## src/rtl/sub_pkg.sv

```systemverilog
// Shared types and constants for the subtitle text controller.
// Holds the FSM state encoding, control codes and printable range.
package sub_pkg;

    typedef enum logic [1:0] {
        IDLE,
        WRITE,
        CLR_LINE,
        CLR_ALL
    } state_t;

    localparam logic [7:0] CODE_CR = 8'h0D;
    localparam logic [7:0] CODE_LF = 8'h0A;
    localparam logic [7:0] CODE_BS = 8'h08;
    localparam logic [7:0] CODE_FF = 8'h0C;

    localparam logic [7:0] PRINT_LO = 8'h20;
    localparam logic [7:0] PRINT_HI = 8'h7E;

    localparam logic [7:0] DEF_BLANK = 8'h20;

    function automatic logic is_print(input logic [7:0] c);
        return (c >= PRINT_LO) && (c <= PRINT_HI);
    endfunction

endpackage

```

## src/rtl/sub_text_ctrl_if.sv

```systemverilog
// Character handshake and subtitle RAM write bus of sub_text_ctrl.
// master drives characters and observes the RAM port; slave is the controller.
interface sub_text_ctrl_if;
    import sub_pkg::*;

    logic [7:0] char_data;
    logic       char_valid;
    logic       char_ready;
    logic       clear_req;
    logic       vblnk_in;
    logic       buf_we;
    logic [7:0] buf_addr;
    logic [7:0] buf_data;
    logic [7:0] cursor_xy;
    logic       busy;

    modport master (
        output char_data,
        output char_valid,
        output clear_req,
        output vblnk_in,
        input  char_ready,
        input  buf_we,
        input  buf_addr,
        input  buf_data,
        input  cursor_xy,
        input  busy
    );

    modport slave (
        input  char_data,
        input  char_valid,
        input  clear_req,
        input  vblnk_in,
        output char_ready,
        output buf_we,
        output buf_addr,
        output buf_data,
        output cursor_xy,
        output busy
    );

endinterface

```

## src/rtl/sub_cursor.sv

```systemverilog
// Row/column cursor register pair for the subtitle buffer.
// Wraps against COLS-1 / ROWS-1, not the 4-bit overflow.
module sub_cursor
    import sub_pkg::*;
#(
    parameter int COLS = 16,
    parameter int ROWS = 16
) (
    input  logic       clk,
    input  logic       rst,
    input  logic       inc,
    input  logic       dec,
    input  logic       cr,
    input  logic       nl,
    input  logic       home,
    output logic [3:0] row,
    output logic [3:0] col,
    output logic [7:0] xy,
    output logic       at_eol
);

    localparam logic [3:0] COL_MAX = 4'(COLS - 1);
    localparam logic [3:0] ROW_MAX = 4'(ROWS - 1);

    logic [3:0] row_next;

    assign row_next = (row == ROW_MAX) ? 4'd0 : row + 4'd1;
    assign xy       = {row, col};
    assign at_eol   = (col == COL_MAX);

    // Cursor update; home beats newline beats CR beats inc/dec.
    always_ff @(posedge clk or posedge rst) begin
        if (rst) begin
            row <= 4'd0;
            col <= 4'd0;
        end else if (home) begin
            row <= 4'd0;
            col <= 4'd0;
        end else if (nl) begin
            row <= row_next;
            col <= 4'd0;
        end else if (cr) begin
            col <= 4'd0;
        end else if (inc) begin
            if (col == COL_MAX) begin
                row <= row_next;
                col <= 4'd0;
            end else begin
                col <= col + 4'd1;
            end
        end else if (dec && (col != 4'd0)) begin
            col <= col - 4'd1;
        end
    end

endmodule

```

## src/rtl/sub_text_ctrl.sv

```systemverilog
// Subtitle character-stream controller owning the char RAM write port.
// Optional SUB_VBLANK_GATE_EN: RAM writes only while vblnk_in is high.
module sub_text_ctrl
    import sub_pkg::*;
#(
    parameter int         COLS       = 16,
    parameter int         ROWS       = 16,
    parameter logic [7:0] BLANK_CHAR = DEF_BLANK
) (
    input  logic            clk,
    input  logic            rst,
    sub_text_ctrl_if.slave  bus
);

    localparam logic [3:0] COL_MAX = 4'(COLS - 1);
    localparam logic [3:0] ROW_MAX = 4'(ROWS - 1);

    state_t     state_q, state_d;
    logic       pend_q, pend_d;
    logic       wrap_q, wrap_d;
    logic [7:0] wr_data_q, wr_data_d;
    logic       wr_bs_q, wr_bs_d;
    logic [3:0] clr_row_q, clr_row_d;
    logic [3:0] clr_col_q, clr_col_d;
    logic       fin_q, fin_d;
    logic       we_q, we_d;
    logic [7:0] addr_q, addr_d;
    logic [7:0] data_q, data_d;
    logic       ready_q, ready_d;
    logic       busy_q, busy_d;

    logic       cur_inc, cur_dec, cur_cr, cur_nl, cur_home;
    logic [3:0] cur_row, cur_col;
    logic [7:0] cur_xy;
    logic       cur_eol;

    logic       gate_ok;
    logic       accept;
    logic       do_wr;
    logic [7:0] src_data;
    logic       src_bs;
    logic [7:0] c;

`ifdef SUB_VBLANK_GATE_EN
    assign gate_ok = bus.vblnk_in;
`else
    logic unused_vblnk;
    assign unused_vblnk = bus.vblnk_in;
    assign gate_ok      = 1'b1;
`endif

    assign accept = bus.char_valid && ready_q;
    assign c      = bus.char_data;

    sub_cursor #(
        .COLS (COLS),
        .ROWS (ROWS)
    ) u_cursor (
        .clk    (clk),
        .rst    (rst),
        .inc    (cur_inc),
        .dec    (cur_dec),
        .cr     (cur_cr),
        .nl     (cur_nl),
        .home   (cur_home),
        .row    (cur_row),
        .col    (cur_col),
        .xy     (cur_xy),
        .at_eol (cur_eol)
    );

    // Next-state, clear sequencing and registered-output next values.
    always_comb begin
        state_d   = state_q;
        pend_d    = pend_q;
        wrap_d    = wrap_q;
        wr_data_d = wr_data_q;
        wr_bs_d   = wr_bs_q;
        clr_row_d = clr_row_q;
        clr_col_d = clr_col_q;
        fin_d     = fin_q;
        we_d      = 1'b0;
        addr_d    = addr_q;
        data_d    = data_q;
        cur_inc   = 1'b0;
        cur_dec   = 1'b0;
        cur_cr    = 1'b0;
        cur_nl    = 1'b0;
        cur_home  = 1'b0;
        do_wr     = 1'b0;
        src_data  = wr_data_q;
        src_bs    = wr_bs_q;

        if (bus.clear_req) begin
            state_d   = CLR_ALL;
            clr_row_d = 4'd0;
            clr_col_d = 4'd0;
            fin_d     = 1'b0;
            pend_d    = 1'b0;
        end else begin
            unique case (state_q)
                IDLE: begin
                    if (accept) begin
                        unique case (1'b1)
                            is_print(c): begin
                                wr_data_d = c;
                                wr_bs_d   = 1'b0;
                                src_data  = c;
                                src_bs    = 1'b0;
                                state_d   = WRITE;
                                do_wr     = gate_ok;
                                pend_d    = !gate_ok;
                            end
                            (c == CODE_BS): begin
                                if (cur_col != 4'd0) begin
                                    wr_data_d = BLANK_CHAR;
                                    wr_bs_d   = 1'b1;
                                    src_data  = BLANK_CHAR;
                                    src_bs    = 1'b1;
                                    state_d   = WRITE;
                                    do_wr     = gate_ok;
                                    pend_d    = !gate_ok;
                                end
                            end
                            (c == CODE_CR): begin
                                cur_cr = 1'b1;
                            end
                            (c == CODE_LF): begin
                                cur_nl    = 1'b1;
                                state_d   = CLR_LINE;
                                clr_col_d = 4'd0;
                                fin_d     = 1'b0;
                            end
                            (c == CODE_FF): begin
                                state_d   = CLR_ALL;
                                clr_row_d = 4'd0;
                                clr_col_d = 4'd0;
                                fin_d     = 1'b0;
                            end
                            default: ;
                        endcase
                    end
                end
                WRITE: begin
                    if (pend_q) begin
                        if (gate_ok) begin
                            do_wr  = 1'b1;
                            pend_d = 1'b0;
                        end
                    end else begin
                        state_d   = wrap_q ? CLR_LINE : IDLE;
                        clr_col_d = 4'd0;
                        fin_d     = 1'b0;
                    end
                end
                CLR_LINE: begin
                    if (fin_q) begin
                        state_d = IDLE;
                    end else if (gate_ok) begin
                        we_d   = 1'b1;
                        addr_d = {cur_row, clr_col_q};
                        data_d = BLANK_CHAR;
                        if (clr_col_q == COL_MAX) begin
                            fin_d = 1'b1;
                        end else begin
                            clr_col_d = clr_col_q + 4'd1;
                        end
                    end
                end
                CLR_ALL: begin
                    if (fin_q) begin
                        state_d  = IDLE;
                        cur_home = 1'b1;
                    end else if (gate_ok) begin
                        we_d   = 1'b1;
                        addr_d = {clr_row_q, clr_col_q};
                        data_d = BLANK_CHAR;
                        if (clr_col_q == COL_MAX) begin
                            if (clr_row_q == ROW_MAX) begin
                                fin_d = 1'b1;
                            end else begin
                                clr_col_d = 4'd0;
                                clr_row_d = clr_row_q + 4'd1;
                            end
                        end else begin
                            clr_col_d = clr_col_q + 4'd1;
                        end
                    end
                end
                default: begin
                    state_d   = CLR_ALL;
                    clr_row_d = 4'd0;
                    clr_col_d = 4'd0;
                    fin_d     = 1'b0;
                end
            endcase
        end

        if (do_wr) begin
            we_d   = 1'b1;
            data_d = src_data;
            if (src_bs) begin
                addr_d  = {cur_row, cur_col - 4'd1};
                cur_dec = 1'b1;
                wrap_d  = 1'b0;
            end else begin
                addr_d  = cur_xy;
                cur_inc = 1'b1;
                wrap_d  = cur_eol;
            end
        end

        ready_d = (state_d == IDLE);
        busy_d  = (state_d == CLR_LINE) || (state_d == CLR_ALL);
    end

    // State and output registers; reset starts a full-buffer clear.
    always_ff @(posedge clk or posedge rst) begin
        if (rst) begin
            state_q   <= CLR_ALL;
            pend_q    <= 1'b0;
            wrap_q    <= 1'b0;
            wr_data_q <= 8'd0;
            wr_bs_q   <= 1'b0;
            clr_row_q <= 4'd0;
            clr_col_q <= 4'd0;
            fin_q     <= 1'b0;
            we_q      <= 1'b0;
            addr_q    <= 8'd0;
            data_q    <= 8'd0;
            ready_q   <= 1'b0;
            busy_q    <= 1'b1;
        end else begin
            state_q   <= state_d;
            pend_q    <= pend_d;
            wrap_q    <= wrap_d;
            wr_data_q <= wr_data_d;
            wr_bs_q   <= wr_bs_d;
            clr_row_q <= clr_row_d;
            clr_col_q <= clr_col_d;
            fin_q     <= fin_d;
            we_q      <= we_d;
            addr_q    <= addr_d;
            data_q    <= data_d;
            ready_q   <= ready_d;
            busy_q    <= busy_d;
        end
    end

    assign bus.char_ready = ready_q;
    assign bus.buf_we     = we_q;
    assign bus.buf_addr   = addr_q;
    assign bus.buf_data   = data_q;
    assign bus.cursor_xy  = cur_xy;
    assign bus.busy       = busy_q;

endmodule

```

## src/flat_wrapper.sv

```systemverilog
// flat-port wrapper written by rule: the top's interface ports become plain ports
module sub_text_ctrl_flat import sub_pkg::*;
#(
    parameter int         COLS       = 16,
    parameter int         ROWS       = 16,
    parameter logic [7:0] BLANK_CHAR = DEF_BLANK
)
  (clk, rst, bus_char_data, bus_char_valid, bus_clear_req, bus_vblnk_in, bus_char_ready, bus_buf_we, bus_buf_addr, bus_buf_data, bus_cursor_xy, bus_busy);
  sub_text_ctrl_if bus_i ();
  input  logic clk;
  input  logic rst;
  input wire logic [$bits(bus_i.char_data)-1:0] bus_char_data;
  input wire logic [$bits(bus_i.char_valid)-1:0] bus_char_valid;
  input wire logic [$bits(bus_i.clear_req)-1:0] bus_clear_req;
  input wire logic [$bits(bus_i.vblnk_in)-1:0] bus_vblnk_in;
  output wire logic [$bits(bus_i.char_ready)-1:0] bus_char_ready;
  output wire logic [$bits(bus_i.buf_we)-1:0] bus_buf_we;
  output wire logic [$bits(bus_i.buf_addr)-1:0] bus_buf_addr;
  output wire logic [$bits(bus_i.buf_data)-1:0] bus_buf_data;
  output wire logic [$bits(bus_i.cursor_xy)-1:0] bus_cursor_xy;
  output wire logic [$bits(bus_i.busy)-1:0] bus_busy;
  assign bus_i.char_data = bus_char_data;
  assign bus_i.char_valid = bus_char_valid;
  assign bus_i.clear_req = bus_clear_req;
  assign bus_i.vblnk_in = bus_vblnk_in;
  assign bus_char_ready = bus_i.char_ready;
  assign bus_buf_we = bus_i.buf_we;
  assign bus_buf_addr = bus_i.buf_addr;
  assign bus_buf_data = bus_i.buf_data;
  assign bus_cursor_xy = bus_i.cursor_xy;
  assign bus_busy = bus_i.busy;
  sub_text_ctrl #(.COLS(COLS), .ROWS(ROWS), .BLANK_CHAR(BLANK_CHAR)) u_core (.clk(clk), .rst(rst), .bus(bus_i));
endmodule
```

## config.mk

```make
export PLATFORM = sky130hd
export DESIGN_NAME = sub_text_ctrl_flat
export DESIGN_NICKNAME = d
export VERILOG_FILES = /design/src/rtl/sub_pkg.sv /design/src/rtl/sub_text_ctrl_if.sv /design/src/rtl/sub_cursor.sv /design/src/rtl/sub_text_ctrl.sv /design/src/flat_wrapper.sv
export SDC_FILE = /design/constraint.sdc
export NUM_CORES = 1
export LEC_CHECK = 0
export BUFFER_PORTS_ARGS = -buffer_cell sky130_fd_sc_hd__buf_4
export CAP_MARGIN = 40
export CORE_ASPECT_RATIO = 1.5
export CORE_MARGIN = 10
export CORE_UTILIZATION = 55
export CTS_BUF_LIST = sky130_fd_sc_hd__clkbuf_4
export DETAILED_ROUTE_END_ITERATION = 6
export PLACE_DENSITY = 0.87
export SETUP_SLACK_MARGIN = 0.02
export SYNTH_ARGS = -nofsm -noshare
export SYNTH_HDL_FRONTEND = slang
export SYNTH_SLANG_ARGS = --single-unit
```

## constraint.sdc

```tcl
create_clock -name clk -period 6.3 [get_ports clk]
set_input_delay 0 -clock clk [delete_from_list [all_inputs] [get_ports clk]]
set_output_delay 0 -clock clk [all_outputs]
set_load 0.02 [all_outputs]
```

# Yosys cells after proc, flatten, opt, wreduce, memory -nomap -nowiden

Index checks and enable logic that the tools add are counted.

Register bits after elaboration: 49
Input port bits: 13
Output and inout port bits: 27
Word-level logic and storage cells: 173

Add/sub/neg operators: 5
Magnitude comparators: 2
Equal/unequal tests: 30
Muxes and demuxes: 98
Reductions and logical operators: 23

Operators by type and width:

| operator                                                                            | count |
|---|---|
| 4-bit 2-to-1 mux                                                                    | 28 |
| 8-bit 2-to-1 mux                                                                    | 12 |
| 1-bit 2-to-1 mux                                                                    | 40 |
| 8-bit by 4-bit equality test with 1-bit output, second input constant               | 4 |
| 8-bit one-hot mux with 2 select lines                                               | 2 |
| 3-bit != test, second input constant                                                | 9 |
| 4-bit by 1-bit adder with 4-bit output, second input constant                       | 4 |
| 4-bit equality test, second input constant                                          | 4 |
| 4-bit one-hot mux with 4 select lines                                               | 1 |
| 3-bit nonzero test                                                                  | 5 |
| 2-bit 2-to-1 mux                                                                    | 6 |
| 1-bit one-hot mux with 2 select lines                                               | 5 |
| 3-bit by 2-bit != test with 1-bit output, second input constant                     | 3 |
| 3-bit AND reduction                                                                 | 3 |
| 2-bit equality test, second input constant                                          | 4 |
| 8-bit by 6-bit greater-or-equal comparator with 1-bit output, second input constant | 1 |
| 8-bit by 7-bit <= comparator with 1-bit output, second input constant               | 1 |
| 4-bit != test, second input constant                                                | 2 |
| 2-bit one-hot mux with 4 select lines                                               | 1 |
| 4-bit one-hot mux with 2 select lines                                               | 1 |
| 4-bit AND reduction                                                                 | 2 |
| 7-bit AND reduction                                                                 | 1 |
| 2-bit one-hot mux with 3 select lines                                               | 1 |
| 6-bit AND reduction                                                                 | 1 |
| other kinds (13)                                                                    | 17 |

# Depth between registers and ports, before layout

Depth in word-level cells: 14
Depth in mapped cells: 10

# Modules after synthesis

Synthesis repeated with hierarchy kept, for this count alone.

Cells, all modules: 252
Area total of the unflattened synthesis: 2,388.5 um^2

Modules (own cells, without submodules):

| module        | times used | cells each | area each (um^2) | sequential area each (um^2) |
|---|---|---|---|---|
| sub_text_ctrl | 1          | 181        | 1,739.2          | 779.5 |
| sub_cursor    | 1          | 71         | 649.4            | 200.2 |

# Least setup slack after synthesis

OpenSTA, ideal clock, no wires.

Kind: flip-flop to flip-flop
Start: register u_core.u_cursor.col[0]
End: register u_core.addr_q[2] (netlist: u_core.bus.buf_addr[2])
Library setup time: 0.086 ns
Arrival time: 2.088 ns
Required time: 6.214 ns
Slack: 4.126 ns
Cell stages (with the launch flop): 10
Path buffers: 2
Cells stage by stage: dfrtp_1 -> clkbuf_1 -> inv_1 -> ha_1 -> nor3b_1 -> nor2_1 -> nand3_1 -> buf_2 -> or3b_1 -> a32oi_1

Cells in the longest elaborated chain, start to end: 8

RTL lines:

| what                                                                             | line                 | RTL |
|---|---|---|
| start, declared                                                                  | sub_cursor.sv:17     | `output logic [3:0] col,` |
| start signal, assigned                                                           | sub_cursor.sv:49     | `col <= col + 4'd1;` |
| start signal, assigned                                                           | sub_cursor.sv:52     | `col <= col - 4'd1;` |
| 4-bit nonzero test                                                               | sub_text_ctrl.sv:115 | `if (cur_col != 4'd0) begin` |
| 1-bit 2-to-1 mux                                                                 | sub_text_ctrl.sv:115 |  |
| 1-bit one-hot mux with 2 select lines                                            | sub_text_ctrl.sv:104 | `unique case (1'b1)` |
| 1-bit 2-to-1 mux                                                                 | sub_text_ctrl.sv:103 | `if (accept) begin` |
| 1-bit one-hot mux with 2 select lines / 1-bit 2-to-1 mux (equally long branches) | n/a                  |  |
| 1-bit 2-to-1 mux                                                                 | sub_text_ctrl.sv:94  | `if (bus.clear_req) begin` |
| 3-bit != test (no line) (tied with other cells)                                  | n/a                  |  |
| 4-bit AND reduction (no line) / 8-bit 2-to-1 mux (equally long branches)         | n/a                  |  |
| end signal, assigned                                                             | sub_text_ctrl.sv:243 | `addr_q <= addr_d;` |
| end, declared                                                                    | sub_text_ctrl.sv:27  | `logic [7:0] addr_q, addr_d;` |

Several ways; a longest one is shown, not always the timed one.
A chain may end at the register's enable or synchronous reset.

# Final worst setup path

Start: register u_core.u_cursor.col[0]
End: register u_core.data_q[5] (netlist: u_core.bus.buf_data[5])

Cells in the longest elaborated chain, start to end: 8

RTL lines:

| what                                            | line                 | RTL |
|---|---|---|
| 4-bit nonzero test (*)                          | sub_text_ctrl.sv:115 |  |
| 1-bit 2-to-1 mux                                | sub_text_ctrl.sv:115 |  |
| 1-bit one-hot mux with 2 select lines           | sub_text_ctrl.sv:104 |  |
| 1-bit 2-to-1 mux                                | sub_text_ctrl.sv:103 |  |
| 1-bit one-hot mux with 2 select lines           | sub_text_ctrl.sv:101 | `unique case (state_q)` |
| 1-bit 2-to-1 mux                                | sub_text_ctrl.sv:94  |  |
| 2-bit != test (no line) (tied with other cells) | n/a                  |  |
| 3-bit AND reduction (no line)                   | n/a                  |  |
| end signal, assigned                            | sub_text_ctrl.sv:244 | `data_q <= data_d;` |
| end, declared                                   | sub_text_ctrl.sv:28  | `logic [7:0] data_q, data_d;` |

Every way passes the cells marked *; elsewhere a longest branch is shown, timed or not.

==> run_results.csv <==
group,metric,value,unit
outcome,run_status,"completed",
sta,fin_crit_sh,39.3,%
grt,grt_first_pass_wirelength,9090,um
setup_path,timing.critical_path.fanout_max,20,
min_path,whs_path_depth,3,
routing,drt_first_pass_iters,4,
sta,setup_violations,0,
sta,hold_viol_final,0,
setup_path,critPathLaunchType,"flip-flop",
sta,post-route-min-period,2.48,ns
finish,commonest_non_fill_non_tap_cell_in_the_layout,"buf_4",
setup_path,slowest_cp_cell,"and3_1",
power_and_ir_drop,power_frac_clock,28.7,%
finish,antenna_cells,0,
clock_network,cts.root.buffer_cell,"clkbuf_4",
sta,whs,0.0179,ns
clock_network,numCtsBuffers,5,
sta,max-slew-margin-rel,51.0,%
clock_network,total_of_cells_resized_after_clock_tree_synthesis,0,
clock_network,clkTransAtPathRegs,0.11,ns
setup_path,timing_worst_setup_path_type,"reg2reg",
floorplanning,area_of_the_die,6940,um2
min_path,holdCritStartpoint,"bus_char_data[1]",
finish,finalNetCount,290,
setup_path,cp_slowest_stage_delay,0.69,ns
placement,gp_congestion,0.903,
grt,grt_start_max_net_pins,40,
routing,dr_total_vias,1906,
setup_path,ff2ff_path_depth,8,
placement,placed_wire_length_estimate_after_detailed_placement,3870,um
grt,antenna_found_initial,0,
sta,fmaxAchievable,404,MHz
finish,area_growth,20.2,%
clock_network,ctsLongestPathBuffers,2,
finish,final_layout_size_suffix_gt1_share,21.0,%
synthesis,sequential_element_share_of_the_synthesized_area,44.9,%
placement,place_area,2470,um2
power_and_ir_drop,post-layout-total-power,429,uW
routing,drtAntennaViolNets,0,
grt,overflow,0,
clock_network,clock_tree_from_tritoncts,"built",
setup_path,path_cells,"inv_1 > ha_1 > nor3b_1 > nor2_1 > nand3_1 > and3_1 > inv_2 > a2bb2oi_1",
synthesis,synth_fp_nets,248,
routing,drcViolationCount,0,
setup_path,crit_path_start,"u_core.u_cursor.col[0]",
synthesis,postSynthAreaPerCell,9.52,um2
synthesis,synthArstFlopShare,100,%
floorplanning,floorplan.rows,28,
clock_network,ctsHtreeMaxLevel,2,
floorplanning,die_h,97.1,um
floorplanning,die_x,71.4,um
min_path,worstHoldPathType,"in2reg",
clock_network,insertion_delay,0.34,ns
sta,drv_slew,0,
power_and_ir_drop,power.static_leakage,1.17,nW
synthesis,synth.ff_latch_count,39,
sta,skew,0.0127,ns
finish,design_area,2620,um2
power_and_ir_drop,p_seq_share,60.4,%
synthesis,netlist_instances,229,
floorplanning,core-area,3890,um2
floorplanning,initial_utilization,56.1,%
sta,tns,0,ns
synthesis,post_synthesis_cell_type_count,54,
power_and_ir_drop,cell_internal_pwr,321,uW
setup_path,r2r-start,"u_core.u_cursor.col[0]",
routing,drt_first_iter_violations,186,
finish,layout.cells.most_common_list,"buf_4, dfrtp_1, nand2_1, o21ai_1, nor2_1",
routing,totalWireLength,5420,um
sta,grt_setup_unrepaired,"false",
placement,port-buffer-count,38,
synthesis,top_reg_cell_synth,"dfrtp_1",
setup_path,worstSetupPathDepth,8,
routing,post_drt_wl_per_cell,17.1,um
power_and_ir_drop,switchingPower,108,uW
routing,drt-vias-per-instance,6.01,
setup_path,crit_buf_inv,2,
grt,grtUsageTotal,15.5,%
synthesis,synth.yosys.warnings,0,
setup_path,worstPathArrival,2.69,ns
setup_path,critical_path_required,6.52,ns
clock_network,postCtsSetupRepairBufs,0,
power_and_ir_drop,share_comb_of_total_power,10.9,%
power_and_ir_drop,power.switching_fraction,25.3,%
job,maxCapViolations,0,
synthesis,synth-edff-count,0,
power_and_ir_drop,vdd.ir_drop.worst,0.000150,V
grt,grt_pass1_vias,1878,
setup_path,critPathCaptureType,"flip-flop",
power_and_ir_drop,power_per_cell_area,164,nW/um2
sta,max_slew.worst_pin.slew,0.735,ns
floorplanning,io_pins,40,
clock_network,number_of_sinks_on_the_clock_net,39,
finish,finished_core_util,67.4,%
synthesis,synth.cell_area,2180,um2
setup_path,cp_top_family,"simple AND/OR/NAND/NOR gates",
## final cells by class
class,instances,area (um2)
inverters,8,30.0
fillers,308,1270
flip-flops and latches,39,980
clock buffers,6,45.0
clock inverters,2,7.51
multi-input cells,168,1110
repair buffers,49,393
well taps,45,56.3
## metal layers
layer  up-vias  track usage [%]  wire length [um]
met4         0             5.83               115
met5         -                0                 0
met2        37             27.4              2920
li1        920                -                 -
met1       937             17.4              2210
met3        12             3.37               173
## state kept, by name, summed over array words and instances (netlist names)
name                   flops
u_core.u_cursor.row        4
u_core.bus.char_ready      1
u_core.u_cursor.col        4
u_core.clr_col_q           4
u_core.fin_q               1
u_core.bus.buf_data        8
u_core.bus.buf_we          1
u_core.state_q             2
u_core.bus.busy            1
u_core.clr_row_q           4
u_core.wrap_q              1
u_core.bus.buf_addr        8
## cell usage after synthesis, types with 2 or more instances
library cell	count	area, um2
dfstp_2	3	78.8
nor3b_2	2	25.0
and2_1	3	18.8
nor2_1	15	56.3
clkbuf_1	9	33.8
and3_1	4	25.0
a22o_1	5	43.8
a21oi_1	14	70.1
o21ai_0	3	15.0
o21ai_1	18	90.1
a21o_1	5	37.5
buf_2	4	20.0
dfrtp_1	36	901
inv_1	7	26.3
a221oi_1	2	17.5
nor3b_1	2	15.0
mux2i_1	7	70.1
nand3_1	10	50.1
o41ai_1	2	17.5
or2_1	2	12.5
a41oi_1	2	17.5
ha_1	6	75.1
nand2_1	24	90.1
a311o_1	2	20.0
o211ai_1	2	15.0
mux2_1	2	22.5
nor4_1	4	25.0
nand4_1	3	18.8
nand2b_1	3	18.8
nor2b_1	3	18.8
a32oi_1	2	17.5
## through the flow
step,cells,worst slack [ns]
3_3_place_gp,299,3.91
4_1_cts,317,3.87
6_report,317,3.82
5_1_grt,317,3.50
2_1_floorplan,229,4.13
3_5_place_dp,299,3.88
## kinds of logic after synthesis
| group | after synthesis | synth area share (%) |
|---|---|---|
| AOI/OAI and AO/OA | 67 | 21.6 |
| xor gates and xnor gates | 1 | 0.402 |
| adders and majority gates | 6 | 3.44 |
| buffers and inverters | 22 | 4.19 |
| DFF | 39 | 44.9 |
| muxes | 9 | 4.25 |
| and+or+nand+nor | 85 | 21.2 |
## tightest hold or removal path, stage by stage
cell and delay (ns):
buf_4 0.13, inv_1 0.11, o21ai_1 0.09
## power groups by stage
stage	Combinational (mW)	Clock [mW]	Sequential (mW)
3_5_place_dp	0.0420	0	0.264
3_3_place_gp	0.0413	0	0.264
2_1_floorplan	0.0205	0	0.267
5_1_grt	0.0509	0.135	0.260
6_report	0.0467	0.123	0.259
4_1_cts	0.0469	0.126	0.259
## final timing paths
kind | to | slack (ns)
max | u_core.bus.buf_data[5] | 3.82
min | u_core.bus.buf_data[1] | 0.02
max reg2reg | u_core.bus.buf_data[5] | 3.82
min reg2reg | u_core.bus.buf_data[7] | 0.50
max in group asynchronous | u_core.state_q[1] | 5.61
min in group asynchronous | u_core.bus.buf_data[7] | 0.31
## what timing repair did
item | 4_1_cts | 5_1_grt
endpoints found under the setup margin | 0 | 0
hold endpoints to repair | 48 | 0
hold buffers | 10 | 0
Power figures use the tool's default switching activity.
